===== config.mk =====
export PLATFORM = sky130hd
export DESIGN_NAME = gpu_burst_writer_flat
export DESIGN_NICKNAME = d
export VERILOG_FILES = /design/src/rtl/gpu_mem_pkg.sv /design/src/rtl/gpu_burst_writer_if.sv /design/src/rtl/gpu_line_buffer.sv /design/src/rtl/gpu_burst_writer.sv /design/src/flat_wrapper.sv
export SDC_FILE = /design/constraint.sdc
export NUM_CORES = 1
export LEC_CHECK = 0
export ABC_AREA = 1
export ABC_CLOCK_PERIOD_IN_PS = 8300
export CORE_MARGIN = 3
export CORE_UTILIZATION = 45
export DETAILED_ROUTE_END_ITERATION = 8
export PLACE_DENSITY_LB_ADDON = 0.1
export SLEW_MARGIN = 25
export SYNTH_ARGS = -nofsm -noshare
export SYNTH_HDL_FRONTEND = slang
export SYNTH_SLANG_ARGS = --single-unit

===== constraint.sdc =====
create_clock -name clk_i -period 8.3 [get_ports clk_i]
set_input_delay 1.245 -clock clk_i [delete_from_list [all_inputs] [get_ports clk_i]]
set_output_delay 1.245 -clock clk_i [all_outputs]
set_load 0.01 [all_outputs]

===== src/rtl/gpu_mem_pkg.sv =====
// Shared types and defaults for the gpu_core write-combining burst engine.
package gpu_mem_pkg;
  localparam int BURST_MAX_DEF    = 8;
  localparam int BC_W_DEF         = 4;
  localparam int IDLE_TIMEOUT_DEF = 16;

  typedef enum logic [1:0] {EMPTY, FILLING, CLOSED} buf_state_t;
  typedef enum logic {IDLE, BURST} drain_state_t;
endpackage


===== src/rtl/gpu_burst_writer_if.sv =====
// Bus bundle of the burst writer: gpu_core write side plus SDRAM burst side.
// master = gpu_core / SDRAM environment, slave = the burst writer itself.
interface gpu_burst_writer_if #(parameter int BC_W = 4);
  logic [31:0]     s_address;
  logic            s_write;
  logic [31:0]     s_write_data;
  logic            s_wait_request;
  logic            flush;
  logic            busy;
  logic [31:0]     m_address;
  logic            m_write;
  logic [31:0]     m_write_data;
  logic [BC_W-1:0] m_burstcount;
  logic            m_wait_request;

  modport slave (
    input  s_address, s_write, s_write_data, flush, m_wait_request,
    output s_wait_request, busy, m_address, m_write, m_write_data, m_burstcount
  );

  modport master (
    output s_address, s_write, s_write_data, flush, m_wait_request,
    input  s_wait_request, busy, m_address, m_write, m_write_data, m_burstcount
  );
endinterface


===== src/rtl/gpu_line_buffer.sv =====
// One line buffer: gathers up to BURST_MAX consecutive words, then is held
// CLOSED until the drain side releases it.
module gpu_line_buffer
  import gpu_mem_pkg::*;
#(
  parameter int BURST_MAX = BURST_MAX_DEF,
  parameter int BC_W      = BC_W_DEF
) (
  input  logic                         clk_i,
  input  logic                         rst_i,
  input  logic                         wr_i,
  input  logic [29:0]                  wr_addr_i,
  input  logic [31:0]                  wr_data_i,
  input  logic                         close_i,
  input  logic                         release_i,
  input  logic [$clog2(BURST_MAX)-1:0] rd_idx_i,
  output buf_state_t                   state_o,
  output logic [31:0]                  base_o,
  output logic [BC_W-1:0]              count_o,
  output logic [31:0]                  rd_data_o
);
  localparam int AW = $clog2(BURST_MAX);

  logic [31:0]     mem_q [BURST_MAX];
  buf_state_t      state_q, state_d;
  logic [29:0]     base_q, base_d;
  logic [BC_W-1:0] count_q, count_d;
  logic [AW-1:0]   wr_idx;

  assign wr_idx = (state_q == EMPTY) ? '0 : count_q[AW-1:0];

  // A write that coincides with close lands before the buffer seals.
  always_comb begin
    state_d = state_q;
    base_d  = base_q;
    count_d = count_q;
    if (wr_i) begin
      if (state_q == EMPTY) begin
        base_d  = wr_addr_i;
        count_d = BC_W'(1);
        state_d = FILLING;
      end else begin
        count_d = count_q + BC_W'(1);
      end
    end
    if (close_i) state_d = CLOSED;
    if (release_i) begin
      state_d = EMPTY;
      count_d = '0;
    end
  end

  always_ff @(posedge clk_i or posedge rst_i) begin
    if (rst_i) begin
      state_q <= EMPTY;
      base_q  <= '0;
      count_q <= '0;
    end else begin
      state_q <= state_d;
      base_q  <= base_d;
      count_q <= count_d;
    end
  end

  always_ff @(posedge clk_i) begin
    if (wr_i) mem_q[wr_idx] <= wr_data_i;
  end

  assign state_o   = state_q;
  assign base_o    = {base_q, 2'b00};
  assign count_o   = count_q;
  assign rd_data_o = mem_q[rd_idx_i];
endmodule


===== src/rtl/gpu_burst_writer.sv =====
// Write-combining burst engine: ping-pong line buffers filled from gpu_core,
// each drained to SDRAM as a single Avalon-MM burst.
//   state | meaning
//   IDLE  | no burst on the bus; picks the oldest CLOSED buffer
//   BURST | presenting beats of drain_sel until the last one is taken
module gpu_burst_writer
  import gpu_mem_pkg::*;
#(
  parameter int BURST_MAX    = BURST_MAX_DEF,
  parameter int IDLE_TIMEOUT = IDLE_TIMEOUT_DEF,
  parameter int BC_W         = BC_W_DEF
) (
  input  logic              clk_i,
  input  logic              rst_i,
  gpu_burst_writer_if.slave bus
);
  localparam int AW = $clog2(BURST_MAX);
  localparam int IW = $clog2(IDLE_TIMEOUT + 1);

  buf_state_t      st      [2];
  logic [31:0]     base    [2];
  logic [BC_W-1:0] cnt     [2];
  logic [31:0]     rd_data [2];
  logic [1:0]      buf_wr, buf_close, buf_rel;
  logic [AW-1:0]   rd_idx;

  logic            fill_sel_q, fill_sel_d, osel, tgt;
  logic [IW-1:0]   idle_q, idle_d;
  logic            consec, to_other, accept, wait_req, full, idle_done;
  logic            unused_addr_bits;

  drain_state_t    dstate_q;
  logic            drain_sel_q, m_write_q;
  logic [AW-1:0]   beat_q;
  logic [31:0]     m_addr_q, m_data_q;
  logic [BC_W-1:0] m_bc_q;
  logic            pick_valid, pick_sel, last_beat;

  for (genvar g = 0; g < 2; g++) begin : g_buf
    gpu_line_buffer #(.BURST_MAX(BURST_MAX), .BC_W(BC_W)) u_buf (
      .clk_i     (clk_i),
      .rst_i     (rst_i),
      .wr_i      (buf_wr[g]),
      .wr_addr_i (bus.s_address[31:2]),
      .wr_data_i (bus.s_write_data),
      .close_i   (buf_close[g]),
      .release_i (buf_rel[g]),
      .rd_idx_i  (rd_idx),
      .state_o   (st[g]),
      .base_o    (base[g]),
      .count_o   (cnt[g]),
      .rd_data_o (rd_data[g])
    );
  end

  assign unused_addr_bits = ^bus.s_address[1:0];
  assign osel = ~fill_sel_q;

  // A word at the start of an aligned block never extends the previous burst.
  assign consec = (st[fill_sel_q] == FILLING)
               && (bus.s_address[AW+1:2] != '0)
               && (bus.s_address[31:2] == base[fill_sel_q][31:2] + 30'(cnt[fill_sel_q]));

  always_comb begin
    if (st[fill_sel_q] == FILLING && consec) wait_req = 1'b0;
    else if (st[fill_sel_q] == EMPTY)        wait_req = 1'b0;
    else if (st[osel] == EMPTY)              wait_req = 1'b0;
    else                                     wait_req = 1'b1;
  end

  assign bus.s_wait_request = rst_i | wait_req;
  assign accept    = bus.s_write & ~bus.s_wait_request;
  assign to_other  = !consec && (st[fill_sel_q] != EMPTY);
  assign tgt       = to_other ? osel : fill_sel_q;
  assign full      = (st[tgt] == FILLING) && (cnt[tgt] == BC_W'(BURST_MAX - 1));
  assign idle_done = (idle_q == '0);

  always_comb begin
    buf_wr     = '0;
    buf_close  = '0;
    fill_sel_d = fill_sel_q;
    if (accept) begin
      buf_wr[tgt] = 1'b1;
      if (to_other) begin
        fill_sel_d = osel;
        if (st[fill_sel_q] == FILLING) buf_close[fill_sel_q] = 1'b1;
      end
      if (full || bus.flush) buf_close[tgt] = 1'b1;
    end else if (st[fill_sel_q] == FILLING && (bus.flush || idle_done)) begin
      buf_close[fill_sel_q] = 1'b1;
    end
    if (accept || (buf_close != '0) || st[fill_sel_q] != FILLING) idle_d = IW'(IDLE_TIMEOUT);
    else                                                          idle_d = idle_q - IW'(1);
  end

  always_ff @(posedge clk_i or posedge rst_i) begin
    if (rst_i) begin
      fill_sel_q <= 1'b0;
      idle_q     <= IW'(IDLE_TIMEOUT);
    end else begin
      fill_sel_q <= fill_sel_d;
      idle_q     <= idle_d;
    end
  end

  // Only the fill buffer can close, so when both are CLOSED the older is osel.
  assign pick_valid = (st[0] == CLOSED) || (st[1] == CLOSED);
  assign pick_sel   = (st[osel] == CLOSED) ? osel : fill_sel_q;
  assign rd_idx     = (dstate_q == BURST) ? beat_q + AW'(1) : '0;
  assign last_beat  = (BC_W'(beat_q) + BC_W'(1)) == m_bc_q;

  always_comb begin
    buf_rel = '0;
    if (dstate_q == BURST && !bus.m_wait_request && last_beat) buf_rel[drain_sel_q] = 1'b1;
  end

  always_ff @(posedge clk_i or posedge rst_i) begin
    if (rst_i) begin
      dstate_q    <= IDLE;
      drain_sel_q <= 1'b0;
      beat_q      <= '0;
      m_write_q   <= 1'b0;
      m_addr_q    <= '0;
      m_bc_q      <= '0;
      m_data_q    <= '0;
    end else begin
      case (dstate_q)
        IDLE: if (pick_valid) begin
          dstate_q    <= BURST;
          drain_sel_q <= pick_sel;
          beat_q      <= '0;
          m_write_q   <= 1'b1;
          m_addr_q    <= base[pick_sel];
          m_bc_q      <= cnt[pick_sel];
          m_data_q    <= rd_data[pick_sel];
        end
        BURST: if (!bus.m_wait_request) begin
          if (last_beat) begin
            dstate_q  <= IDLE;
            m_write_q <= 1'b0;
          end else begin
            beat_q   <= beat_q + AW'(1);
            m_data_q <= rd_data[drain_sel_q];
          end
        end
        default: dstate_q <= IDLE;
      endcase
    end
  end

  assign bus.m_write      = m_write_q;
  assign bus.m_address    = m_addr_q;
  assign bus.m_burstcount = m_bc_q;
  assign bus.m_write_data = m_data_q;
  assign bus.busy         = (st[0] != EMPTY) || (st[1] != EMPTY) || (dstate_q == BURST);
endmodule


===== src/flat_wrapper.sv =====
// flat-port wrapper written by rule: the top's interface ports become plain ports
module gpu_burst_writer_flat import gpu_mem_pkg::*;
#(
  parameter int BURST_MAX    = BURST_MAX_DEF,
  parameter int IDLE_TIMEOUT = IDLE_TIMEOUT_DEF,
  parameter int BC_W         = BC_W_DEF
)
  (clk_i, rst_i, bus_s_address, bus_s_write, bus_s_write_data, bus_flush, bus_m_wait_request, bus_s_wait_request, bus_busy, bus_m_address, bus_m_write, bus_m_write_data, bus_m_burstcount);
  gpu_burst_writer_if #(.BC_W(BC_W)) bus_i ();
  input  logic clk_i;
  input  logic rst_i;
  input wire logic [$bits(bus_i.s_address)-1:0] bus_s_address;
  input wire logic [$bits(bus_i.s_write)-1:0] bus_s_write;
  input wire logic [$bits(bus_i.s_write_data)-1:0] bus_s_write_data;
  input wire logic [$bits(bus_i.flush)-1:0] bus_flush;
  input wire logic [$bits(bus_i.m_wait_request)-1:0] bus_m_wait_request;
  output wire logic [$bits(bus_i.s_wait_request)-1:0] bus_s_wait_request;
  output wire logic [$bits(bus_i.busy)-1:0] bus_busy;
  output wire logic [$bits(bus_i.m_address)-1:0] bus_m_address;
  output wire logic [$bits(bus_i.m_write)-1:0] bus_m_write;
  output wire logic [$bits(bus_i.m_write_data)-1:0] bus_m_write_data;
  output wire logic [$bits(bus_i.m_burstcount)-1:0] bus_m_burstcount;
  assign bus_i.s_address = bus_s_address;
  assign bus_i.s_write = bus_s_write;
  assign bus_i.s_write_data = bus_s_write_data;
  assign bus_i.flush = bus_flush;
  assign bus_i.m_wait_request = bus_m_wait_request;
  assign bus_s_wait_request = bus_i.s_wait_request;
  assign bus_busy = bus_i.busy;
  assign bus_m_address = bus_i.m_address;
  assign bus_m_write = bus_i.m_write;
  assign bus_m_write_data = bus_i.m_write_data;
  assign bus_m_burstcount = bus_i.m_burstcount;
  gpu_burst_writer #(.BURST_MAX(BURST_MAX), .IDLE_TIMEOUT(IDLE_TIMEOUT), .BC_W(BC_W)) u_core (.clk_i(clk_i), .rst_i(rst_i), .bus(bus_i));
endmodule

==> results of run 1 <==
==> worst max-delay path by stage <==
| stage | start | end | slack [ns] | depth (start not counted) |
|---|---|---|---|---|
| after floorplan | u_core.fill_sel_q | u_core.g_buf[1].u_buf.mem_q[7][0] | 1.05 | 28 |
| after global placement | u_core.fill_sel_q | u_core.g_buf[0].u_buf.mem_q[1][31] | 2.36 | 23 |
| after detailed placement | u_core.fill_sel_q | u_core.g_buf[1].u_buf.mem_q[0][5] | 2.34 | 25 |
| after CTS | u_core.fill_sel_q | bus_s_wait_request | 2.21 | 20 |
| after global routing | u_core.fill_sel_q | bus_s_wait_request | 1.93 | 20 |
| final | u_core.fill_sel_q | bus_s_wait_request | 2.29 | 20 |
==> power by group through the flow <==
stage | Sequential (mW) | Clock [mW] | Combinational, mW
final | 4.38 | 3.15 | 6.71
after global routing | 4.43 | 3.34 | 7.57
after CTS | 4.38 | 3.22 | 6.74
after detailed placement | 4.44 | 0 | 6.71
after global placement | 4.43 | 0 | 6.55
after floorplan | 4.40 | 0 | 4.53
==> layer usage <==
metal	vias up	part of all wire, %
li1	9948	-
met1	10463	43
met2	707	48
met3	155	6.3
met4	6	3.1
met5	-	0.056
==> flip-flops by register name, indices dropped and copies added (netlist names) <==
register,flops
u_core.g_buf.u_buf.state_o,4
u_core.drain_sel_q,1
u_core.dstate_q,1
u_core.fill_sel_q,1
u_core.bus.m_burstcount,4
u_core.idle_q,5
u_core.bus.m_write,1
u_core.g_buf.u_buf.count_o,8
u_core.g_buf.u_buf.base_q,60
u_core.bus.m_address,30
u_core.beat_q,3
u_core.g_buf.u_buf.mem_q,512
u_core.bus.m_write_data,32
==> Yosys cell counts (17+ instances only) <==
cell type / count / area (um2)
sky130_fd_sc_hd__o21ai_2: 21 / 183.9
sky130_fd_sc_hd__xor2_1: 21 / 183.9
sky130_fd_sc_hd__o21ai_1: 34 / 170.2
sky130_fd_sc_hd__nor2_1: 409 / 1535
sky130_fd_sc_hd__clkbuf_1: 129 / 484.2
sky130_fd_sc_hd__a31oi_1: 32 / 200.2
sky130_fd_sc_hd__o221ai_1: 64 / 560.5
sky130_fd_sc_hd__buf_1: 17 / 63.81
sky130_fd_sc_hd__nand2_1: 544 / 2042
sky130_fd_sc_hd__o22ai_1: 65 / 406.6
sky130_fd_sc_hd__edfxtp_1: 512 / 15370
sky130_fd_sc_hd__dfrtp_1: 149 / 3729
sky130_fd_sc_hd__nand3_1: 114 / 570.6
sky130_fd_sc_hd__o21ai_0: 419 / 2097
sky130_fd_sc_hd__inv_1: 131 / 491.7
==> logic make-up after synthesis <==
logic type               after synthesis  synth area share [%]
AO/OA/AOI/OAI                        650                 12.73
other                                  1               0.01286
buffers and inverters                310                 4.436
flip-flops                           662                 65.60
adder cells (fa/ha/maj)                9                0.4119
AND/OR/NAND/NOR                     1139                 15.95
XOR/XNOR                              29                0.8710
==> cell type report <==
| type | instances | area [um2] |
|---|---|---|
| timing repair buffer | 177 | 1687 |
| clock buffer | 97 | 1987 |
| clock inverter | 35 | 355.3 |
| tap | 846 | 1059 |
| sequential | 662 | 19130 |
| inverter | 141 | 545.5 |
| multi-input combinational | 1829 | 8876 |
| antenna | 3 | 7.507 |
| fill | 5586 | 29890 |
==> critical path, cell delays in order (launching register included) <==
cell and delay [ns]:
sky130_fd_sc_hd__dfrtp_2 0.42, sky130_fd_sc_hd__buf_4 0.58, sky130_fd_sc_hd__o21ai_0 0.36, sky130_fd_sc_hd__fa_1 0.46
sky130_fd_sc_hd__nand2_1 0.12, sky130_fd_sc_hd__nand2_1 0.06, sky130_fd_sc_hd__nand2_1 0.20, sky130_fd_sc_hd__inv_1 0.09
sky130_fd_sc_hd__nand2_1 0.17, sky130_fd_sc_hd__nor2_2 0.10, sky130_fd_sc_hd__nand2_1 0.08, sky130_fd_sc_hd__nand2_1 0.05
sky130_fd_sc_hd__nand2_1 0.06, sky130_fd_sc_hd__nand3_1 0.08, sky130_fd_sc_hd__nor2_1 0.19, sky130_fd_sc_hd__nand2_1 0.12
sky130_fd_sc_hd__nor2_4 0.09, sky130_fd_sc_hd__nand3_2 0.15, sky130_fd_sc_hd__nand3_2 0.16, sky130_fd_sc_hd__nand2_1 0.08
sky130_fd_sc_hd__clkdlybuf4s50_1 0.51
==> metrics by stage <==
step                setup WS (ns)  hold WS [ns]  std cells  util (%)  power [mW]
floorplan                   1.050        0.4265       2801         -       8.936
global placement            2.355        0.4427       3654     49.21       10.98
detailed placement          2.345        0.4533       3654     49.23       11.15
CTS                         2.211        0.4598       3786     52.92       14.33
global route                1.931        0.4747       3790     52.96       15.35
finish                      2.287        0.4525       3790     52.96       14.24
==> PnR_summary.wiki, run 1 <==
{| class="wikitable"
! Metric !! Value
|-
| Total clock sinks || 662
|-
| Flop2flop setup slack || 2.38 ns
|-
| Warnings from Yosys || 0
|-
| Proportion of synthesized chip area in sequential cells || 65.60%
|-
| Max rail drop VDD || 0.3159 mV
|-
| Post-detailed-placement half-perimeter wirelength || 44200 um
|-
| DP Area || 0.03128 mm2
|-
| Number of register bits inferred by synthesis || 662
|-
| Number of iterations in the first detailed-routing pass || 5
|-
| Outcome || complete, no violations
|-
| Setup fix buffers added after clock tree synthesis || 0
|-
| Unrepaired setup endpoints after global routing || no
|-
| Data arrival time of the critical path || 4.77 ns
|-
| Maximum buffer depth of the clock tree || 3
|-
| Fraction of the cycle the final worst path needs || 72.45%
|-
| Top-level port count || 140
|-
| Number of pins with negative max-slew slack in the final report || 0
|-
| CP required || 7.05 ns
|-
| Primary flip-flop cell chosen by synthesis mapping || sky130_fd_sc_hd__edfxtp_1
|-
| Number of antenna violations at the first check in global routing || 6
|-
| Wire length of the first global-routing pass || 124700 um
|-
| Initial core utilization || 45.90%
|-
| Hold-critical path depth || 1
|-
| Fraction of final layout cells with drive strength greater than 1 || 8.330%
|-
| P_leak || 12.34 nW
|-
| Fraction of power consumed by the clock network || 22.1%
|-
| Headroom to the max-slew limit || 27.79%
|-
| Post-Synthesis Cell Area || 0.02916 mm2
|-
| Total CTS buffers || 73
|-
| Fmax || 166.3 MHz
|-
| H-tree depth || 3
|-
| Start-to-end type of the worst setup path || reg -> out
|-
| Number of global-route vias before repair || 20846
|-
| Max FO, Critical Path || 66
|-
| Number of maximum-capacitance violations || 0
|-
| Count of flip-flops with a built-in enable after synthesis || 512
|-
| Clock latency on the worst-skew pair || 0.63 ns
|-
| Aggregate negative setup slack || 0 ns
|-
| R2R cell count || 25
|-
| Final instance area || 0.03365 mm2
|-
| Vert. Die Dim || 260.6 um
|-
| Post-CTS Resized || 0
|-
| ANT nets after route || 0
|-
| Number of instances in the synthesized netlist || 2800
|-
| Part of the total power dissipated in sequential elements || 30.7%
|-
| Met1 Usage GRT || 32.43%
|-
| Highest-count cells in the layout ignoring fill and taps || 542 x sky130_fd_sc_hd__nand2_1, 512 x sky130_fd_sc_hd__edfxtp_1, 419 x sky130_fd_sc_hd__o21ai_0, 406 x sky130_fd_sc_hd__nor2_1, 146 x sky130_fd_sc_hd__dfrtp_1
|-
| Final setup vio count || 0
|-
| GR peak layer || met2
|-
| Comb pwr share || 47.1%
|-
| Largest net degree at the start of global routing || 159
|-
| Final wirelength || 82050 um
|-
| NumNets Final || 2962
|-
| Detail-routed via count per cell || 5.615
|-
| Clock skew after layout || 0.02990 ns
|-
| DRC violation count after routing || 0
|-
| Cell internal power dissipation || 7.985 mW
|-
| Placer's final routability congestion estimate || 0.8908
|-
| Rows || 92
|-
| Startpoint of the lowest-slack register-to-register path || u_core.fill_sel_q
|-
| Total count of hold-check failures in the final report || 0
|-
| Worst setup EP type || output pin
|-
| Via count of the routed design || 21279
|-
| R2R Path End || u_core.g_buf[1].u_buf.mem_q[1][29]
|-
| Worst slew pin tran || 1.083 ns
|-
| CTS tree || done
|-
| CTS Root Cell || sky130_fd_sc_hd__clkbuf_16
|-
| Layout overhead on the synthesized area || 15.39%
|-
| Area inside the core boundary || 0.06354 mm2
|-
| Buffers added on ports || 135
|-
| Most common cell after layout, fill and taps aside || sky130_fd_sc_hd__nand2_1
|-
| Switching fraction of total power || 43.94%
|-
| Power density over the cells || 423.3 mW/mm2
|-
| Worst min-delay path startpoint || u_core.idle_q[0]
|-
| Post-synthesis cell type count || 41
|-
| Wire length per cell || 21.65 um
|-
| Crit path time final || 6.013 ns
|-
| Global route total overflow || 0
|-
| DIE AREA || 0.06790 mm2
|-
| Total track usage || 24.28%
|-
| Detailed Route Iter0 Violations || 2254
|-
| Met2 Resource Use GR || 40.28%
|-
| Worst min path class || reg -> reg
|-
| Post-CTS Hold Fix Bufs || 0
|-
| Net switching power figure || 6.260 mW
|-
| Crit start category || register
|-
| X dimension of the die || 260.6 um
|-
| Routing usage on met3 || 3.911%
|-
| CTS clock-pin slew for the worst setup and hold paths || 0.05 ns
|-
| Post-synthesis area per instance || 10.42 um2
|-
| Worst Hold End || u_core.idle_q[0]
|-
| Fraction of registers with async set/reset || 22.66%
|}
No activity file was read; power rests on OpenSTA's default activity.
==> run 2: changes to the inputs <==
ABC_CLOCK_PERIOD_IN_PS = 6200   (was 8300)
clock period = 6.2 ns   (was 8.3 ns; I/O delays follow)
==> run 2 against run 1 <==
Compared with the run above:
- sequential share of layout area decreased by 0.13 points
- flip-flop and latch count is the same
- critical path type unchanged
- critical endpoint unchanged
- non-clock buffer count did not move
- first-iteration DRC count down 22%
- worst hold slack improved by 0.0010 ns
==> PnR_summary.wiki, run 2 (synthesis results as in run 1) <==
{| class="wikitable"
! Metric !! Value
|-
| Wire length of the first global-routing pass || 120400 um (-3.5%)
|-
| Top-level port count || 140 (unchanged)
|-
| Fmax || 185.1 MHz
|-
| Post-CTS Resized || 0 (unchanged)
|-
| Outcome || complete, no violations
|-
| ANT nets after route || 0 (unchanged)
|-
| Most common cell after layout, fill and taps aside || sky130_fd_sc_hd__nand2_1
|-
| Met3 Wirelength || 4930 um (-3.9%)
|-
| Cell breakdown of the critical path || inv_4 > buf_4 > nand2_1 > nand2_1 > ha_1 > nand2_1 > nand2_1 > nand2_1 > inv_1 > nand2_1 > nor2_2 > nand3_1 > nand2_1 > nand3_1 > nor2_1 > nand2_1 > nor2_4 > nand3_2 > nand3_2 > nand2_1 > clkdlybuf4s50_1
|-
| DRC violation count after routing || 0 (unchanged)
|-
| Number of iterations in the first detailed-routing pass || 6 (+1)
|-
| Data arrival time of the critical path || 4.47 ns (-0.30 ns)
|-
| Max FO, Critical Path || 48 (-27%)
|-
| CTS clock-pin slew for the worst setup and hold paths || 0.06 ns (about the same)
|-
| Detailed Route Iter0 Violations || 1753 (-22%)
|-
| DIE AREA || 0.06790 mm2 (unchanged)
|-
| Final setup vio count || 0 (unchanged)
|-
| Total count of hold-check failures in the final report || 0 (unchanged)
|-
| Number of pins with negative max-slew slack in the final report || 0 (unchanged)
|-
| Total CTS buffers || 70 (-4.1%)
|-
| Highest cell delay on the worst timing path || 0.52 ns (-0.06 ns)
|-
| H-tree depth || 3 (unchanged)
|-
| Most used cell along the critical path || sky130_fd_sc_hd__nand2_1
|-
| Wire length per cell || 21.09 um (-2.6%)
|-
| Worst min path class || reg -> reg
|-
| Power density over the cells || 565.3 mW/mm2 (+34%)
|-
| Via count of the routed design || 21204 (-0.35%)
|-
| Worst min-delay path startpoint || u_core.idle_q[0]
|-
| Number of fillers in the final layout || 5560 (-0.47%)
|-
| Number of antenna violations at the first check in global routing || 2 (-4)
|-
| Detail-routed via count per cell || 5.604 (-0.19%)
|-
| Crit path setup slack, layout || 0.7988 ns (-1.488 ns)
|-
| CTS Root Cell || sky130_fd_sc_hd__clkbuf_16
|-
| Buffers added on ports || 135 (unchanged)
|-
| Total met2 wirelength after detailed routing || 37630 um (-4.3%)
|-
| CP required || 5.27 ns (-1.78 ns)
|-
| Fraction of the cycle the final worst path needs || 87.12%
|-
| Flop2flop setup slack || 0.99 ns (-1.39 ns)
|-
| Worst setup EP type || output pin
|-
| Crit start category || register
|-
| Total track usage || 23.27% (-1.0 points)
|-
| Placer's final routability congestion estimate || 0.8514 (-4.4%)
|-
| Initial core utilization || 45.90% (unchanged)
|-
| Total clock sinks || 662 (unchanged)
|-
| P_leak || 12.38 nW (+0.30%)
|-
| Number of global-route vias before repair || 20451 (-1.9%)
|-
| Setup fix buffers added after clock tree synthesis || 0 (unchanged)
|-
| Unrepaired setup endpoints after global routing || no
|-
| Worst slew pin tran || 1.136 ns (+0.05233 ns)
|-
| Clock skew after layout || 0.02638 ns (-0.003525 ns)
|-
| NumNets Final || 2959 (-0.10%)
|-
| Post-detailed-placement half-perimeter wirelength || 44330 um (+0.28%)
|-
| Startpoint of the lowest-slack register-to-register path || u_core.fill_sel_q
|-
| Post-CTS Hold Fix Bufs || 0 (unchanged)
|-
| Rows || 92 (unchanged)
|-
| Clock latency on the worst-skew pair || 0.62 ns (about the same)
|-
| Flip-flop count of the largest register, all copies and words added || 512 (unchanged)
|-
| Headroom to the max-slew limit || 24.30% (-3.5 points)
|-
| Worst setup path startpoint || u_core.fill_sel_q
|-
| Top Metal Used || met5
|-
| Final wirelength || 79790 um (-2.8%)
|-
| Register bank with the most flops || u_core.g_buf.u_buf.mem_q
|-
| X dimension of the die || 260.6 um (unchanged)
|-
| CTS tree || done
|-
| Utilization of the core after routing || 53.08% (+0.13 points)
|-
| Maximum buffer depth of the clock tree || 3 (unchanged)
|-
| Area inside the core boundary || 0.06354 mm2 (unchanged)
|-
| Crit path time final || 5.401 ns
|-
| Fraction of final layout cells with drive strength greater than 1 || 8.035% (-0.30 points)
|-
| Worst slack, placed || 0.9914 ns (-1.354 ns)
|-
| Max rail drop VDD || 0.4958 mV (+57%)
|-
| Global route total overflow || 0 (unchanged)
|-
| Wire length on met1 || 35190 um (+0.37%)
|-
| Highest-count cells in the layout ignoring fill and taps || 542 x sky130_fd_sc_hd__nand2_1, 512 x sky130_fd_sc_hd__edfxtp_1, 419 x sky130_fd_sc_hd__o21ai_0, 406 x sky130_fd_sc_hd__nor2_1, 146 x sky130_fd_sc_hd__dfrtp_1
|-
| Crit-path slowest cell || sky130_fd_sc_hd__dfrtp_2
|-
| Start-to-end type of the worst setup path || reg -> out
|-
| Layout overhead on the synthesized area || 15.66%
|-
| Vert. Die Dim || 260.6 um (unchanged)
|-
| Largest net degree at the start of global routing || 213 (+34%)
|-
| Number of maximum-capacitance violations || 0 (unchanged)
|}
[run 2: changes by cell type in the layout (fill, tap and decap cells not counted), moves of 2 or more]
cell	before	now
sky130_fd_sc_hd__bufinv_16	4	6
sky130_fd_sc_hd__buf_12	1	10
sky130_fd_sc_hd__clkbuf_1	17	19
sky130_fd_sc_hd__clkinv_2	14	10
sky130_fd_sc_hd__buf_4	40	32
sky130_fd_sc_hd__clkinv_1	10	13
sky130_fd_sc_hd__nor3_4	2	10
sky130_fd_sc_hd__nor3_2	9	1
sky130_fd_sc_hd__clkinv_16	2	0
sky130_fd_sc_hd__inv_6	4	2
sky130_fd_sc_hd__clkbuf_8	7	3
sky130_fd_sc_hd__diode_2	3	1
[run 2: layout make-up]
type	instances	area [um2]	share of cell area, %
diodes	1	2.502	0.007419
well taps	846	1059	3.138
flip-flops and latches	662	19130	56.73
clock buffers	95	1939	5.750
repair buffers	177	1792	5.312
multi-input cells	1829	8926	26.46
inverters	141	546.8	1.621
clock inverters	33	331.6	0.9830
[run 2: worst paths after layout]
path                                                      end  depth (start not counted)
setup reg to reg           u_core.g_buf[1].u_buf.mem_q[1][20]                         26
hold / removal                               u_core.idle_q[0]                          1
max in group asynchronous            u_core.bus.m_address[23]                          3
min in group asynchronous         u_core.bus.m_write_data[13]                          2
setup / recovery                           bus_s_wait_request                         21
hold reg to reg                              u_core.idle_q[0]                          1
[run 2: stage by stage]
step	cell area (um2)	hold slack (ns)	cells	total power, mW	TNS [ns]
after CTS	33710	0.4526	3782	19.15	0
after global routing	33730	0.4941	3783	20.47	0
after detailed placement	31440	0.4458	3654	14.96	0
after floorplan	29220	0.4265	2801	11.97	-100.75
final	33730	0.4535	3784	19.07	0
after global placement	31440	0.4382	3654	14.72	0
[run 2: power breakdown]
group | total (mW) | internal [mW] | switching (mW)
clock | 4.15 | 2.45 | 1.70
combinational | 9.02 | 2.85 | 6.17
sequential | 5.89 | 5.43 | 0.464
[run 2: layer usage]
metal	global-route usage, %	vias up
met5	0	-
met4	7.154	2
met3	3.872	130
met2	37.89	664
met1	32.14	10429
li1	-	9979
[run 2: critical path: cells and delay by family, from the launching register on]
kind	cells	cell delay (ns)
AND/OR/NAND/NOR	16	1.98
flip-flops	1	0.52
adder cells (fa/ha/maj)	1	0.18
buffers and inverters	4	1.19
